===== src/rtl/irq_ctrl_pkg.sv =====
// Shared types and helpers for the prioritised interrupt controller.
// Holds the FSM state encoding and the lowest-set-bit priority function.
package irq_ctrl_pkg;

  localparam int MAX_SRC  = 32;
  localparam int MAX_ID_W = 5;

  typedef enum logic [1:0] {
    IDLE    = 2'd0,
    REQ     = 2'd1,
    SERVICE = 2'd2
  } state_e;

  // Scans downward so the lowest set index within width wins.
  function automatic logic [MAX_ID_W-1:0] lsb_idx(
    input logic [MAX_SRC-1:0] v,
    input int                 width
  );
    logic [MAX_ID_W-1:0] idx;
    idx = '0;
    for (int i = MAX_SRC-1; i >= 0; i--) begin
      if (i < width && v[i]) idx = MAX_ID_W'(i);
    end
    return idx;
  endfunction

endpackage


===== src/rtl/irq_ctrl_prio_cell.sv =====
// Per-source edge detector, pending bit and sticky overflow flag.
// Edge mode latches rises; level mode simply mirrors the line.
module irq_src_cell (
  input  logic clk,
  input  logic rst_n,
  input  logic src,
  input  logic edge_mode,
  input  logic clr,
  input  logic claim,
  output logic pending,
  output logic ovf
);

  logic src_d;
  logic rise;
  logic clear;

  assign rise  = src & ~src_d;
  assign clear = clr | claim;

  always_ff @(posedge clk or negedge rst_n) begin
    if (!rst_n) begin
      src_d   <= 1'b0;
      pending <= 1'b0;
      ovf     <= 1'b0;
    end else begin
      src_d <= src;
      if (edge_mode) begin
        // A new rise always wins over a same-cycle clear.
        if (rise) begin
          pending <= 1'b1;
        end else if (clear) begin
          pending <= 1'b0;
        end
        if (rise && pending && !clear) begin
          ovf <= 1'b1;
        end else if (clr) begin
          ovf <= 1'b0;
        end
      end else begin
        pending <= src;
      end
    end
  end

endmodule


===== src/rtl/irq_ctrl_prio.sv =====
// N-source interrupt controller with fixed priority (index 0 highest)
// and an ack/eoi claim-complete handshake to one CPU irq line.
module irq_ctrl_prio
  import irq_ctrl_pkg::*;
#(
  parameter int NUM_SRC = 8,
  localparam int ID_W   = $clog2(NUM_SRC)
) (
  input  logic               clk,
  input  logic               rst_n,
  input  logic [NUM_SRC-1:0] irq_src,
  input  logic [NUM_SRC-1:0] cfg_edge,
  input  logic [NUM_SRC-1:0] irq_en,
  input  logic [NUM_SRC-1:0] clr_vec,
  output logic               irq_out,
  output logic [ID_W-1:0]    irq_id,
  input  logic               ack,
  input  logic               eoi,
  output logic [NUM_SRC-1:0] pending,
  output logic [NUM_SRC-1:0] in_service,
  output logic [NUM_SRC-1:0] ovf
);

  state_e             state;
  logic [NUM_SRC-1:0] req;
  logic [NUM_SRC-1:0] claim;
  logic [MAX_SRC-1:0] req_ext;
  logic [ID_W-1:0]    winner;
  logic               cur_req;

  genvar g;
  generate
    for (g = 0; g < NUM_SRC; g++) begin : g_src
      irq_src_cell u_cell (
        .clk       (clk),
        .rst_n     (rst_n),
        .src       (irq_src[g]),
        .edge_mode (cfg_edge[g]),
        .clr       (clr_vec[g]),
        .claim     (claim[g]),
        .pending   (pending[g]),
        .ovf       (ovf[g])
      );
    end
  endgenerate

  assign req     = pending & irq_en;
  assign cur_req = req[irq_id];

  always_comb begin
    req_ext = '0;
    req_ext[NUM_SRC-1:0] = req;
  end

  assign winner = ID_W'(lsb_idx(req_ext, NUM_SRC));

  // Claim only fires on a live request; a withdraw beats a coinciding ack.
  always_comb begin
    claim = '0;
    if (state == REQ && ack && cur_req) begin
      claim[irq_id] = 1'b1;
    end
  end

  always_ff @(posedge clk or negedge rst_n) begin
    if (!rst_n) begin
      state      <= IDLE;
      irq_out    <= 1'b0;
      irq_id     <= '0;
      in_service <= '0;
    end else begin
      case (state)
        IDLE: begin
          if (|req) begin
            state   <= REQ;
            irq_id  <= winner;
            irq_out <= 1'b1;
          end
        end
        REQ: begin
          if (!cur_req) begin
            state   <= IDLE;
            irq_out <= 1'b0;
          end else if (ack) begin
            state              <= SERVICE;
            irq_out            <= 1'b0;
            in_service         <= '0;
            in_service[irq_id] <= 1'b1;
          end
        end
        SERVICE: begin
          if (eoi) begin
            state      <= IDLE;
            in_service <= '0;
          end
        end
        default: begin
          state   <= IDLE;
          irq_out <= 1'b0;
        end
      endcase
    end
  end

endmodule

===== config.mk =====
export PLATFORM = sky130hd
export DESIGN_NAME = irq_ctrl_prio
export DESIGN_NICKNAME = d
export VERILOG_FILES = /design/src/rtl/irq_ctrl_pkg.sv /design/src/rtl/irq_ctrl_prio_cell.sv /design/src/rtl/irq_ctrl_prio.sv
export SDC_FILE = /design/constraint.sdc
export NUM_CORES = 1
export LEC_CHECK = 0
export BUFFER_PORTS_ARGS = -buffer_cell sky130_fd_sc_hd__buf_4
export CAP_MARGIN = 20
export CORE_MARGIN = 2
export CORE_UTILIZATION = 30
export CTS_BUF_LIST = sky130_fd_sc_hd__clkbuf_8
export DETAILED_ROUTE_END_ITERATION = 8
export SYNTH_ARGS = -nofsm -noshare
export SYNTH_HDL_FRONTEND = slang
export SYNTH_SLANG_ARGS = --single-unit

===== constraint.sdc =====
create_clock -name clk -period 2.01 [get_ports clk]
set_clock_uncertainty 0.2 [all_clocks]
set_input_delay 0.201 -clock clk [delete_from_list [all_inputs] [get_ports clk]]
set_output_delay 0.201 -clock clk [all_outputs]
set_load 0.1 [all_outputs]

==> impl_metrics.ini <==
[power_and_ir_drop]
pwr-share-clk_pct = 12.6
p_int_w = 0.00189
combPwrFrac_pct = 59.0
p_sw_w = 0.00197
max-vdd-ir-drop_uv = 757
p_leak_nw = 1.40
seqPwrFrac_pct = 28.4
power_density_nw_per_um2 = 1340
p_sw_share_pct = 51.1

[worst_hold_path]
hold_start = clr_vec[2]
hold_path.class = in -> reg
worstHoldPathCells = 3
hold_end = g_src[2].u_cell.ovf

[critical_path]
start_kind = flop
r2r-start = irq_id[1]
r2r_setup_slack_ps = -100
rr_endpoint = in_service[5]
r2r_cells = 4
end_kind = flop
critical_path_class = reg -> reg
path_max_fanout = 8
required_ps = 1990
cp.arrival_ps = 2090

[place]
gp_congestion = 0.864
hpwl_mm = 3.77
port_buffers = 63

[grt]
grt_pass1_wl_mm = 8.38
overflow = 0
grt_pass1_vias = 1806
grt_usage_pct = 15.1
grt_max_degree = 39
antenna_found_initial = 0

[sta]
fin_crit_ps = 2110
setup_ws_ps = -95.7
fmax_mhz = 475
period_share_pct = 105
worst_pin_slew_ps = 495
holdWs_ps = 18.1
report.final.slew_viol_count = 0
setup_viol = 11
hold_viol = 0
slew_headroom_pct = 67.0
rsz0062_at_grt = true
setup_tns_ps = -763

[detailed_routing]
drt_iter0_drc = 54
ant_nets = 0
firstDrtPassIters = 4
wl_per_cell_um = 14.5
routed_wirelength_mm = 5.14
vias_per_cell = 4.88
drc = 0
vias = 1731

[layout]
multi_input_area_um2 = 841
diodes = 0
drive_above_1_share_pct = 38.2
num-nets-final = 315
n_fill_cell = 576
final_util_pct = 48.3
regArea_um2 = 962
areaGrowthSynthToFinish_pct = 53.7

[synthesis]
syn_inst = 180
syn_area_per_cell_um2 = 10.5
synth_edf_count = 0
synth_cell_type_count = 48
synth-seq-area-share_pct = 50.5
synthArstFlopShare_pct = 100
syn_nets = 216
yosysWarnings = 0
ys_ff_latch = 38
synthesis.area_um2 = 1880
yosys_most_used_dff = dfrtp_1

[die]
dieArea_um2 = 6930
core-area_um2 = 5990
start_util_pct = 31.4
rows = 28
die_w_um = 83.2
die_h_um = 83.2
io_pins = 64

[clock_tree]
clock-sinks = 38
htree_levels = 2
numCtsBuffers = 5
cts_tree = done
cts_root_buffer = clkbuf_8
clk_pin_slew_ps = 80
cts_buffer_depth = 2
clock_latency_ps = 290

[run_status]
outcome = complete, but fails checks
violations = negative setup slack

[run]
maxCapViolCount = 0
cell usage after synthesis (all sizes together) (2+ instances only):
cell type | instances | area, um2
nand3 | 4 | 20.0
nor2b | 2 | 12.5
o21ai | 9 | 45.0
a21o | 3 | 22.5
a22oi | 5 | 37.5
a31oi | 2 | 27.5
nor3b | 4 | 30.0
o32ai | 2 | 25.0
nand4 | 3 | 18.8
o2111ai | 2 | 17.5
nor2 | 4 | 15.0
a32o | 2 | 20.0
inv | 5 | 18.8
dfrtp | 38 | 951
nand2 | 32 | 123
a21bo | 5 | 50.1
and2 | 2 | 12.5
nor4b | 4 | 35.0
clkbuf | 2 | 7.51
a21oi | 8 | 40.0
a211oi | 2 | 15.0
buf | 17 | 125
o31ai | 2 | 15.0
a2bb2oi | 4 | 35.0
layout by cell type, fill, tap and decap left out, types with 3 or more instances in the layout:
master         netlist  routed
nand3_1              4       4
dlygate4sd3_1        0      26
a2bb2oi_1            4       4
nor3b_1              4       3
nand4_1              3       3
a21o_1               3       3
a22oi_1              5       5
nor2_1               4       4
a21oi_1              8       8
dfrtp_4              0       3
buf_4               16      85
inv_1                4       7
dfrtp_1             38      35
o21ai_1              7       7
a21bo_1              4       4
nand2_1             31      30
clkbuf_8             0       5
logic make-up after synthesis:
logic type / share of synthesized area, %
AOI/OAI and AO/OA: 23.8
buffers and inverters: 8.04
DFF: 50.5
and+or+nand+nor: 17.7
routing by layer:
metal  track usage (%)  share of wire, %
met1              19.1                46
met2              25.2                48
met3              3.58               5.1
met4              4.92               1.3
met5                 0                 0
state kept, by name, indices dropped and copies added (netlist names):
name                  cells
g_src.u_cell.pending      8
state                     2
irq_id                    3
irq_out                   1
in_service                8
g_src.u_cell.ovf          8
g_src.u_cell.src_d        8
layout make-up:
| type | instances | area share [%] |
|---|---|---|
| clock inverters | 3 | 0.389 |
| inverters | 5 | 0.649 |
| repair buffers | 111 | 31.0 |
| clock buffers | 5 | 2.38 |
| well taps | 75 | 3.24 |
| flip-flops and latches | 38 | 33.2 |
| multi-input cells | 118 | 29.1 |
repair_timing:
action	in CTS	in global routing
setup endpoints to repair	11	15
hold endpoints to repair	65	0
resized for setup	1	6
pin swaps	7	4
hold buffers	26	0
setup buffers	0	1
per-stage QoR:
step | area [um2] | power [W] | std cells | setup WS (ps)
after floorplan | 1920 | 0.00270 | 180 | -119
after global placement | 2500 | 0.00327 | 320 | -31.7
after detailed placement | 2500 | 0.00329 | 320 | -101
after CTS | 2850 | 0.00384 | 354 | -104
after global routing | 2890 | 0.00405 | 355 | -163
final | 2890 | 0.00386 | 355 | -95.7
worst max-delay path, stage by stage (launching register included):
cell       delay, ps
dfrtp_4          510
a311o_1          360
a2111oi_4        440
a31oi_4          240
a21bo_1          240
power groups by stage:
stage	clock network, W	logic, W	registers, W
after floorplan	0	0.000868	0.00183
after global placement	0	0.00217	0.00110
after detailed placement	0	0.00219	0.00110
after CTS	0.000509	0.00224	0.00109
after global routing	0.000544	0.00239	0.00112
final	0.000489	0.00228	0.00110
how the worst max path moves through the flow:
stage / startpoint / to / cells after the start
after floorplan: irq_id[1] / in_service[2] / 5
after global placement: irq_id[1] / in_service[2] / 4
after detailed placement: irq_id[1] / in_service[1] / 4
after CTS: irq_id[1] / in_service[1] / 4
after global routing: irq_id[1] / in_service[4] / 5
final: irq_id[1] / in_service[5] / 4
Power figures use the tool's default switching activity.
